==> src/rtl/light_stalk_ctrl.sv <==
// light_stalk_ctrl: driver light stalk controller.
// Synchronises and debounces the stalk buttons, then drives the beam FSM
// (turn_li / turn_hili / beam_state) and the flash-to-pass hold (fast_hili, active-low).
// Optional follow-me-home behaviour is enabled by defining LIGHT_FOLLOW_HOME_EN.
module light_stalk_ctrl #(
  parameter int unsigned DEB_CYCLES = 16,
  parameter int unsigned FLASH_MIN  = 8,
  parameter int unsigned FMH_CYCLES = 64
) (
  input  logic       clk,
  input  logic       rst_n,
  input  logic       btn_low,
  input  logic       btn_high,
  input  logic       btn_flash,
  input  logic       ign_on,
  output logic       turn_li,
  output logic       turn_hili,
  output logic       fast_hili,
  output logic [1:0] beam_state
);

  localparam int unsigned NB      = 3;
  localparam int unsigned DW      = $clog2(DEB_CYCLES + 1);
  localparam int unsigned FW      = $clog2(FLASH_MIN + 1);
  localparam int unsigned B_LOW   = 0;
  localparam int unsigned B_HIGH  = 1;
  localparam int unsigned B_FLASH = 2;
`ifdef LIGHT_FOLLOW_HOME_EN
  localparam int unsigned MW      = $clog2(FMH_CYCLES + 1);
`endif

  typedef enum logic [1:0] {
    S_OFF    = 2'b00,
    S_LOW    = 2'b01,
    S_HIGH   = 2'b10,
    S_FOLLOW = 2'b11
  } state_e;

  // Reject degenerate parameter values at elaboration
  if (DEB_CYCLES == 0 || FLASH_MIN == 0 || FMH_CYCLES == 0) begin : g_param_chk
    $error("light_stalk_ctrl: DEB_CYCLES, FLASH_MIN and FMH_CYCLES must be >= 1");
  end

  logic [NB:0]   meta_q, sync_q;     // bit NB is ignition
  logic [1:0]    rdy_q;              // synchroniser warm-up after reset
  logic [NB-1:0] lvl_q, lvl_d, lvl_prv_q, arm_q, arm_d, press_q;
  logic [DW-1:0] cnt_q [NB];
  logic [DW-1:0] cnt_d [NB];
  logic [FW-1:0] fl_cnt_q, fl_cnt_d;
  logic          fast_hili_q, fast_hili_d;
  state_e        state_q, state_d;
  logic          turn_li_q, turn_hili_q;
  logic          ign_s;
`ifdef LIGHT_FOLLOW_HOME_EN
  logic [MW-1:0] fmh_q, fmh_d;
`endif

  assign ign_s = sync_q[NB];

  // Debounce each button; a button only arms once it has been seen released,
  // so a button held through reset yields no press until released and pressed again
  always_comb begin
    for (int i = 0; i < NB; i++) begin
      lvl_d[i] = lvl_q[i];
      cnt_d[i] = '0;
      if (sync_q[i] != lvl_q[i]) begin
        if (cnt_q[i] == DW'(DEB_CYCLES - 1)) begin
          lvl_d[i] = sync_q[i];
        end else begin
          cnt_d[i] = cnt_q[i] + DW'(1);
        end
      end
    end
    arm_d = arm_q | ({NB{rdy_q[1]}} & ~sync_q[NB-1:0]);
  end

  // Flash-to-pass: hold fast_hili low for FLASH_MIN cycles or while the button is held
  always_comb begin
    fl_cnt_d    = (fl_cnt_q != '0) ? fl_cnt_q - FW'(1) : '0;
    fast_hili_d = fast_hili_q;
    if (!ign_s) begin
      fl_cnt_d    = '0;
      fast_hili_d = 1'b1;
    end else if (press_q[B_FLASH]) begin
      fl_cnt_d    = FW'(FLASH_MIN);
      fast_hili_d = 1'b0;
    end else if (fl_cnt_d == '0 && !lvl_q[B_FLASH]) begin
      fast_hili_d = 1'b1;
    end
  end

  // Beam state machine next state; losing ignition overrides button events
  always_comb begin
    state_d = state_q;
`ifdef LIGHT_FOLLOW_HOME_EN
    fmh_d   = (fmh_q != '0) ? fmh_q - MW'(1) : '0;
`endif
    unique case (state_q)
      S_OFF: begin
        if (press_q[B_LOW] && ign_s) state_d = S_LOW;
      end
      S_LOW, S_HIGH: begin
        if (!ign_s) begin
`ifdef LIGHT_FOLLOW_HOME_EN
          state_d = S_FOLLOW;
          fmh_d   = MW'(FMH_CYCLES);
`else
          state_d = S_OFF;
`endif
        end else if (press_q[B_LOW]) begin
          state_d = S_OFF;
        end else if (press_q[B_HIGH]) begin
          state_d = (state_q == S_LOW) ? S_HIGH : S_LOW;
        end
      end
      S_FOLLOW: begin
`ifdef LIGHT_FOLLOW_HOME_EN
        if (press_q[B_LOW])       state_d = S_OFF;
        else if (ign_s)           state_d = S_LOW;
        else if (fmh_q <= MW'(1)) state_d = S_OFF;
`else
        state_d = S_OFF;
`endif
      end
    endcase
  end

  // State registers; lamp outputs are registered from the next state
  always_ff @(posedge clk or negedge rst_n) begin
    if (!rst_n) begin
      meta_q      <= '0;
      sync_q      <= '0;
      rdy_q       <= '0;
      lvl_q       <= '0;
      lvl_prv_q   <= '0;
      arm_q       <= '0;
      press_q     <= '0;
      for (int i = 0; i < NB; i++) cnt_q[i] <= '0;
      fl_cnt_q    <= '0;
      fast_hili_q <= 1'b1;
      state_q     <= S_OFF;
      turn_li_q   <= 1'b0;
      turn_hili_q <= 1'b0;
`ifdef LIGHT_FOLLOW_HOME_EN
      fmh_q       <= '0;
`endif
    end else begin
      meta_q      <= {ign_on, btn_flash, btn_high, btn_low};
      sync_q      <= meta_q;
      rdy_q       <= {rdy_q[0], 1'b1};
      lvl_q       <= lvl_d;
      lvl_prv_q   <= lvl_q;
      arm_q       <= arm_d;
      press_q     <= lvl_q & ~lvl_prv_q & arm_q;
      for (int i = 0; i < NB; i++) cnt_q[i] <= cnt_d[i];
      fl_cnt_q    <= fl_cnt_d;
      fast_hili_q <= fast_hili_d;
      state_q     <= state_d;
      turn_li_q   <= (state_d != S_OFF);
      turn_hili_q <= (state_d == S_HIGH);
`ifdef LIGHT_FOLLOW_HOME_EN
      fmh_q       <= fmh_d;
`endif
    end
  end

  assign turn_li    = turn_li_q;
  assign turn_hili  = turn_hili_q;
  assign fast_hili  = fast_hili_q;
  assign beam_state = state_q;

endmodule
==> config.mk <==
export PLATFORM = sky130hd
export DESIGN_NAME = light_stalk_ctrl
export DESIGN_NICKNAME = d
export VERILOG_FILES = /design/src/rtl/light_stalk_ctrl.sv
export SDC_FILE = /design/constraint.sdc
export NUM_CORES = 1
export LEC_CHECK = 0
export CORE_ASPECT_RATIO = 1.75
export CORE_MARGIN = 3
export CORE_UTILIZATION = 55
export CTS_CLUSTER_DIAMETER = 120
export DETAILED_ROUTE_END_ITERATION = 10
export PLACE_DENSITY = 0.83
export SETUP_SLACK_MARGIN = 0.5
export SYNTH_ARGS = -nofsm -noshare
export SYNTH_HDL_FRONTEND = slang
export SYNTH_SLANG_ARGS = --single-unit
==> constraint.sdc <==
create_clock -name clk -period 3.2 [get_ports clk]
set_input_delay 0.96 -clock clk [delete_from_list [all_inputs] [get_ports clk]]
set_output_delay 0.96 -clock clk [all_outputs]
set_load 0.02 [all_outputs]
## After elaboration in Yosys (flattened, before gate mapping)

Cells that the tools add are included.
W data, S select, Z words.

| storage, ports and cells | value |
|---|---|
| word-level logic and storage cells | 67 |
| output and inout port bits | 5 |
| flip-flop bits (word level) | 46 |
| bits of input ports | 6 |

| operators by class | value |
|---|---|
| $add $sub $neg | 4 |
| multiplexer cells | 18 |
| bitwise operators | 6 |
| equality and inequality tests | 11 |
| reduce and logical (&&, ||, !) cells | 11 |

Operator list:

| operator | count |
|---|---|
| $mux W5 | 6 |
| $add A5 B1 Y5 const B | 3 |
| $eq A5 B4 Y1 const B | 3 |
| $mux W4 | 3 |
| $mux W2 | 5 |
| $and A3 B3 Y3 | 3 |
| $eq A2 B2 Y1 const B | 3 |
| $not A3 Y3 | 2 |
| $pmux W2 S3 | 1 |
| $reduce_and A2 Y1 | 3 |
| $logic_not A4 Y1 | 1 |
| $reduce_bool A4 Y1 | 1 |
| $sub A4 B1 Y4 const B | 1 |
| $mux W1 | 3 |
| $ne A1 B1 Y1 | 3 |
| $ne A3 B1 Y1 const B | 1 |
| $or A3 B3 Y3 | 1 |
| $eq A2 B1 Y1 const B | 1 |
| $logic_and A1 B1 Y1 | 2 |
| $logic_not A2 Y1 | 1 |
| $reduce_bool A2 Y1 | 1 |
| $reduce_or A2 Y1 | 1 |
| $logic_not A1 Y1 | 1 |

## Longest topological paths before layout

| depth | value |
|---|---|
| depth after elaboration | 7 |
| depth in mapped cells | 5 |
| mapped depth without buffers | 5 |

## Least setup slack after synthesis

No wires, ideal clock.

| timing | value |
|---|---|
| path type | register -> output |
| start | reg fast_hili_q, in the netlist fast_hili |
| end | out fast_hili |
| path slack | 1.677 ns |
| cell stages (with the launch flop) | 1 |
| buffers on the path | 0 |
| data arrival time | 0.563 ns |
| required time | 2.240 ns |
| cell sequence | dfstp_2 |

RTL lines:

| element | line | source |
|---|---|---|
| start: declaration | 50 | `logic fast_hili_q, fast_hili_d;` |
| start signal: assignment | 157 | `fast_hili_q <= fast_hili_d;` |
| end: declaration | 18 | `output logic fast_hili,` |

No word-level cell between the ends.

## Worst setup path after layout

| timing | value |
|---|---|
| start | reg fast_hili_q, in the netlist fast_hili |
| end | out fast_hili |

No word-level cell between the ends.

==> out/qor.yml <==
grt-ovfl-total: 0
p_leak_nw: 0.9686
synth.avg_cell_area_um2: 12.66
worstPathMaxFanout: 2
worst_pin_slew_ns: 0.9409
maxCapViolCount: 0
final_cell_mix: "dfrtp_1, nor2_1"
nNetsFinal: 164
insertion_delay_ns: 0.29
syn-num-nets: 147
start_util: 0.5816
hold_ws_ns: 0.3410
finalSetupViolCount: 0
cts_hold_buf: 0
syn_area_um2: 1722
cts_sinks: 46
place_area_um2: 1869
wl_per_cell_um: 12.80
fin_crit_sh: 0.7456
io_pins: 11
post_cts_resized: 0
max_freq_ghz: 0.4191
fill_cells: 215
fin_total_pwr_mw: 1.075
core_area_um2: 2960
p_per_area_nw_per_um2: 541.2
syn-instance-count: 136
outcome: "finished, final reports clean"
synth-warning-count: 0
vias: 1041
vias_per_cell: 5.311
worstRegToRegCells: 5
dpl.hpwl_mm: 1.857
fin_worst_skew_ns: 0.009277
htreeDepth: 2
crit_chain: "clkdlybuf4s50_1"
grt_max_degree: 47
ant_nets: 0
cts-buffers-inserted: 5
postLayoutCellArea_um2: 1986
rows: 26
critPathKind: "reg2out"
cts_tree: "yes"
dp.cells: 188
cpPeakStageDelay_ns: 0.60
crit_buf_inv: 1
clk_pin_slew_ns: 0.08
path_depth: 1
antenna_found_initial: 0
layout_min_cycle_time_ns: 2.386
grt_pass1_wl_mm: 4.353
rsz0062_at_grt: "false"
cts_buffer_depth: 2
rrSetupSlack_ns: 1.70
rr_endpoint: "turn_hili"
cp-startpoint: "fast_hili"
grt.total_usage: 0.1640
end_kind: "primary output"
die_y_um: 80.02
crit_slowest_cell: "clkdlybuf4s50_1"
drc: 0
r2r-start: "beam_state[1]"
hp-start: "meta_q[0]"
final_cells: 196
ys_seq_area_frac: 0.6693
max_slew_margin: 0.3727
crit_end: "fast_hili"
insertedDiodeCount: 0
firstDrtPassIters: 4
floorplan.die_area_um2: 3864
wirelength_mm: 2.508
grt_pass1_vias: 1097
crit_arrival_ns: 1.43
place.gp.congestion: 0.6662
critPathTopFamily: "buffers and inverters"
fin_tns_setup_ns: 0
postCtsSetupBuffers: 0
ir_drop_mv: 0.4373
syn_to_final_growth_pct: 15.33
drive_above_1_share: 0.09091
synth.distinct_cells: 29
maxSlewViolCount: 0
cp.required_ns: 2.24
critPathLaunchType: "register"
clockRootBuffer: "clkbuf_8"
finalHoldViolations: 0
ys_ff_latch: 46
worst_hold_path_type: "reg2reg"
die_width_um: 48.30
final_common_cell: "dfrtp_1"
drt_iter0_drc: 21
io_buffers: 10
[power by group]
part | switching (mW) | internal [mW] | total [mW]
registers | 0.0115 | 0.597 | 0.609
clock network | 0.172 | 0.254 | 0.426
logic | 0.0237 | 0.0160 | 0.0397
total | 0.207 | 0.867 | 1.07
[through the flow]
stage	utilization	setup slack, ns
global route	0.6708	0.7707
global placement	0.6314	1.143
floorplan	-	1.677
CTS	0.6708	0.7947
finish	0.6708	0.8142
detailed placement	0.6314	1.122
[state kept, by name, summed over array words and instances (netlist names), 2 cells and up]
signal	cells
beam_state	2
fl_cnt_q	4
sync_q	4
rdy_q	2
lvl_prv_q	3
press_q	3
lvl_q	3
arm_q	3
cnt_q	15
meta_q	4
[cell families (layout without fill, tap and decap cells)]
| group | after synthesis | after routing | share of synthesized area |
|---|---|---|---|
| AO/OA/AOI/OAI | 26 | 26 | 0.09738 |
| XOR/XNOR | 9 | 9 | 0.04579 |
| adder cells (fa/ha/maj) | 5 | 5 | 0.03634 |
| buffers and inverters | 9 | 27 | 0.01962 |
| flip-flops | 46 | 46 | 0.6693 |
| multiplexers | 1 | 1 | 0.006540 |
| other | 1 | 1 | 0.002178 |
| AND/OR/NAND/NOR | 39 | 39 | 0.1228 |
[cell usage after synthesis]
library cell	instances	area share
or2_2	1	0.0036
a32o_1	1	0.0058
nand3b_1	1	0.0044
a32o_2	1	0.0065
nand2_1	5	0.011
o21a_1	1	0.0044
nand3_1	6	0.017
o21ai_0	9	0.026
nor2_1	12	0.026
and3b_1	1	0.0051
nor2b_4	1	0.0080
o31a_1	1	0.0051
nor3_1	2	0.0058
dfrtp_1	45	0.65
ha_1	5	0.036
and4bb_1	1	0.0073
nand2b_1	1	0.0036
o31ai_1	3	0.013
and3_1	3	0.011
and2_1	4	0.015
and2b_2	1	0.0051
conb_1	1	0.0022
a31oi_1	2	0.0073
a21oi_1	4	0.012
a21o_1	4	0.017
mux2_2	1	0.0065
inv_1	9	0.020
xor2_1	9	0.046
dfstp_2	1	0.015
[how the worst min path moves through the flow]
stage,end,slack (ns),depth (start not counted)
finish,sync_q[0],0.34,0
global route,sync_q[0],0.37,0
CTS,sync_q[0],0.34,0
detailed placement,sync_q[2],0.34,0
global placement,sync_q[2],0.33,0
floorplan,rdy_q[1],0.33,0
[per-layer routing]
layer / share of wire / GRT usage / vias to the layer above
met5: 0 / 0 / -
met4: 0.024 / 0.09434 / 0
met3: 0.033 / 0.04966 / 6
met2: 0.57 / 0.2723 / 15
met1: 0.38 / 0.1685 / 529
li1: - / - / 491
[layout make-up]
| class | instances | area [um^2] | share of cell area |
|---|---|---|---|
| multi-input combinational | 81 | 535.5 | 0.2697 |
| tap | 42 | 52.55 | 0.02647 |
| clock inverter | 1 | 30.03 | 0.01512 |
| sequential | 46 | 1152 | 0.5803 |
| inverter | 9 | 33.78 | 0.01701 |
| timing repair buffer | 10 | 95.09 | 0.04789 |
| clock buffer | 7 | 86.33 | 0.04348 |
Power figures use the tool's default switching activity.
==> variant (same flow settings) <==
Add an input register stage for `btn_low`, `btn_high`, `btn_flash` and `ign_on`, with the module's reset; this delays them by one clock.
--- a/src/rtl/light_stalk_ctrl.sv
+++ b/src/rtl/light_stalk_ctrl.sv
@@ -37,2 +37,21 @@
   } state_e;
+
+  logic btn_low_q;
+  logic btn_high_q;
+  logic btn_flash_q;
+  logic ign_on_q;
+
+  always_ff @(posedge clk or negedge rst_n) begin
+    if (!rst_n) begin
+      btn_low_q   <= '0;
+      btn_high_q  <= '0;
+      btn_flash_q <= '0;
+      ign_on_q    <= '0;
+    end else begin
+      btn_low_q   <= btn_low;
+      btn_high_q  <= btn_high;
+      btn_flash_q <= btn_flash;
+      ign_on_q    <= ign_on;
+    end
+  end
 
@@ -147,3 +166,3 @@
     end else begin
-      meta_q      <= {ign_on, btn_flash, btn_high, btn_low};
+      meta_q      <= {ign_on_q, btn_flash_q, btn_high_q, btn_low_q};
       sync_q      <= meta_q;
Function: same outputs for any inputs over 10 cycles, from zero or initial values and one cycle with rst_n low; that may be too few to reach the edited logic, so the function may still have changed.
==> variant against the unedited design <==
Non-clock buffer count rose by 1; synthesized area rose by 5.5%; power fell by 2.8%; sequential cell count rose by 4; sequential share of layout area rose by 2.8 points; fmax rose by 0.32%; global-route usage fell by 0.24 points; routed wire length rose by 3.6%; setup slack improved by 0.0076 ns; final area rose by 3.7%; critical path type unchanged; largest power group unchanged.
==> variant: results <==
{
  "synth_common_cells": "dfrtp_1 (49), nor2_1 (11), inv_1 (10), o21ai_0 (9), xor2_1 (9)",
  "synthTopCellsByArea": "dfrtp_1 (67%), xor2_1 (4.3%), ha_1 (3.4%)",
  "ir_drop_mv": 0.3822,
  "place_inst": 193,
  "grt_max_degree": 34,
  "rr_startpoint": "beam_state[0]",
  "grt_pass1_wl_mm": 4.726,
  "root_buffer": "clkbuf_8",
  "status": "complete, no violations",
  "wl_per_cell_um": 12.93,
  "via_count": 1044,
  "syn_nets": 150,
  "p_leak_nw": 1.006,
  "vias_per_cell": 5.194,
  "routabilityCongestion": 0.6772,
  "dp_hpwl_mm": 1.886,
  "largest_register": "cnt_q",
  "r2r_slack_ns": 1.66,
  "yosys.cell_types.count": 29,
  "htreeDepth": 2,
  "synth_seq_area_share_pct": 68.94,
  "clock-skew-final_ns": 0.007907,
  "drtIter0Drc": 18,
  "pre_cts_slack_ns": 1.143,
  "grt_usage_pct": 16.16,
  "drive_gt1_share_pct": 8.228,
  "max_freq_mhz": 420.5,
  "netlist_instances": 139,
  "crit_end": "fast_hili",
  "r2r_end": "turn_hili",
  "insertion_delay_ns": 0.29,
  "grt_pass1_vias": 1103
}
variant: worst min-delay path by stage:
stage | start | end | slack [ns] | cells past startpoint
finish | meta_q[1] | sync_q[1] | 0.35 | 0
global route | meta_q[0] | sync_q[0] | 0.36 | 0
global placement | meta_q[1] | sync_q[1] | 0.33 | 0
floorplan | btn_low_q | meta_q[0] | 0.33 | 0
CTS | meta_q[1] | sync_q[1] | 0.35 | 0
detailed placement | meta_q[1] | sync_q[1] | 0.33 | 0
variant: cells by family after synthesis:
family          count (synthesis)  synth area share [%]
mux                             2                 1.171
other cells                     1                0.2064
fa+ha+maj                       5                 3.444
simple gates                   36                 10.68
compound gates                 26                 9.160
flops                          50                 68.94
xor+xnor                        9                 4.339
buf+inv                        10                 2.066
variant: through the flow:
step / total power, mW / area, um2
final: 1.045 / 2059
after global placement: 0.7116 / 1973
after detailed placement: 0.7179 / 1973
after floorplan: 0.6905 / 1817
after CTS: 1.066 / 2059
after global routing: 1.096 / 2059
variant: layout make-up:
cell class	instances	area (um2)
Clock buffer	6	72.57
Timing Repair Buffer	11	102.6
Multi-Input combinational cell	79	526.8
Fill cell	238	1082
Sequential cell	50	1252
Tap cell	43	53.80
Clock inverter	2	13.76
Inverter	10	37.54
variant: per-layer routing:
metal  part of all wire [%]  global-route usage (%)  up-vias  routed length (um)
met5                      0                       0        -                   0
met4                    2.4                   9.972        0                  63
met3                    3.8                   5.082        5                  99
met2                     56                   28.49       16                1449
met1                     38                   16.56      521                 986
li1                       -                       -      502                   -
variant: power by group:
group	switching, mW	internal (mW)	total (mW)
clock	0.186	0.154	0.341
combinational	0.0254	0.0168	0.0421
sequential	0.0120	0.650	0.662
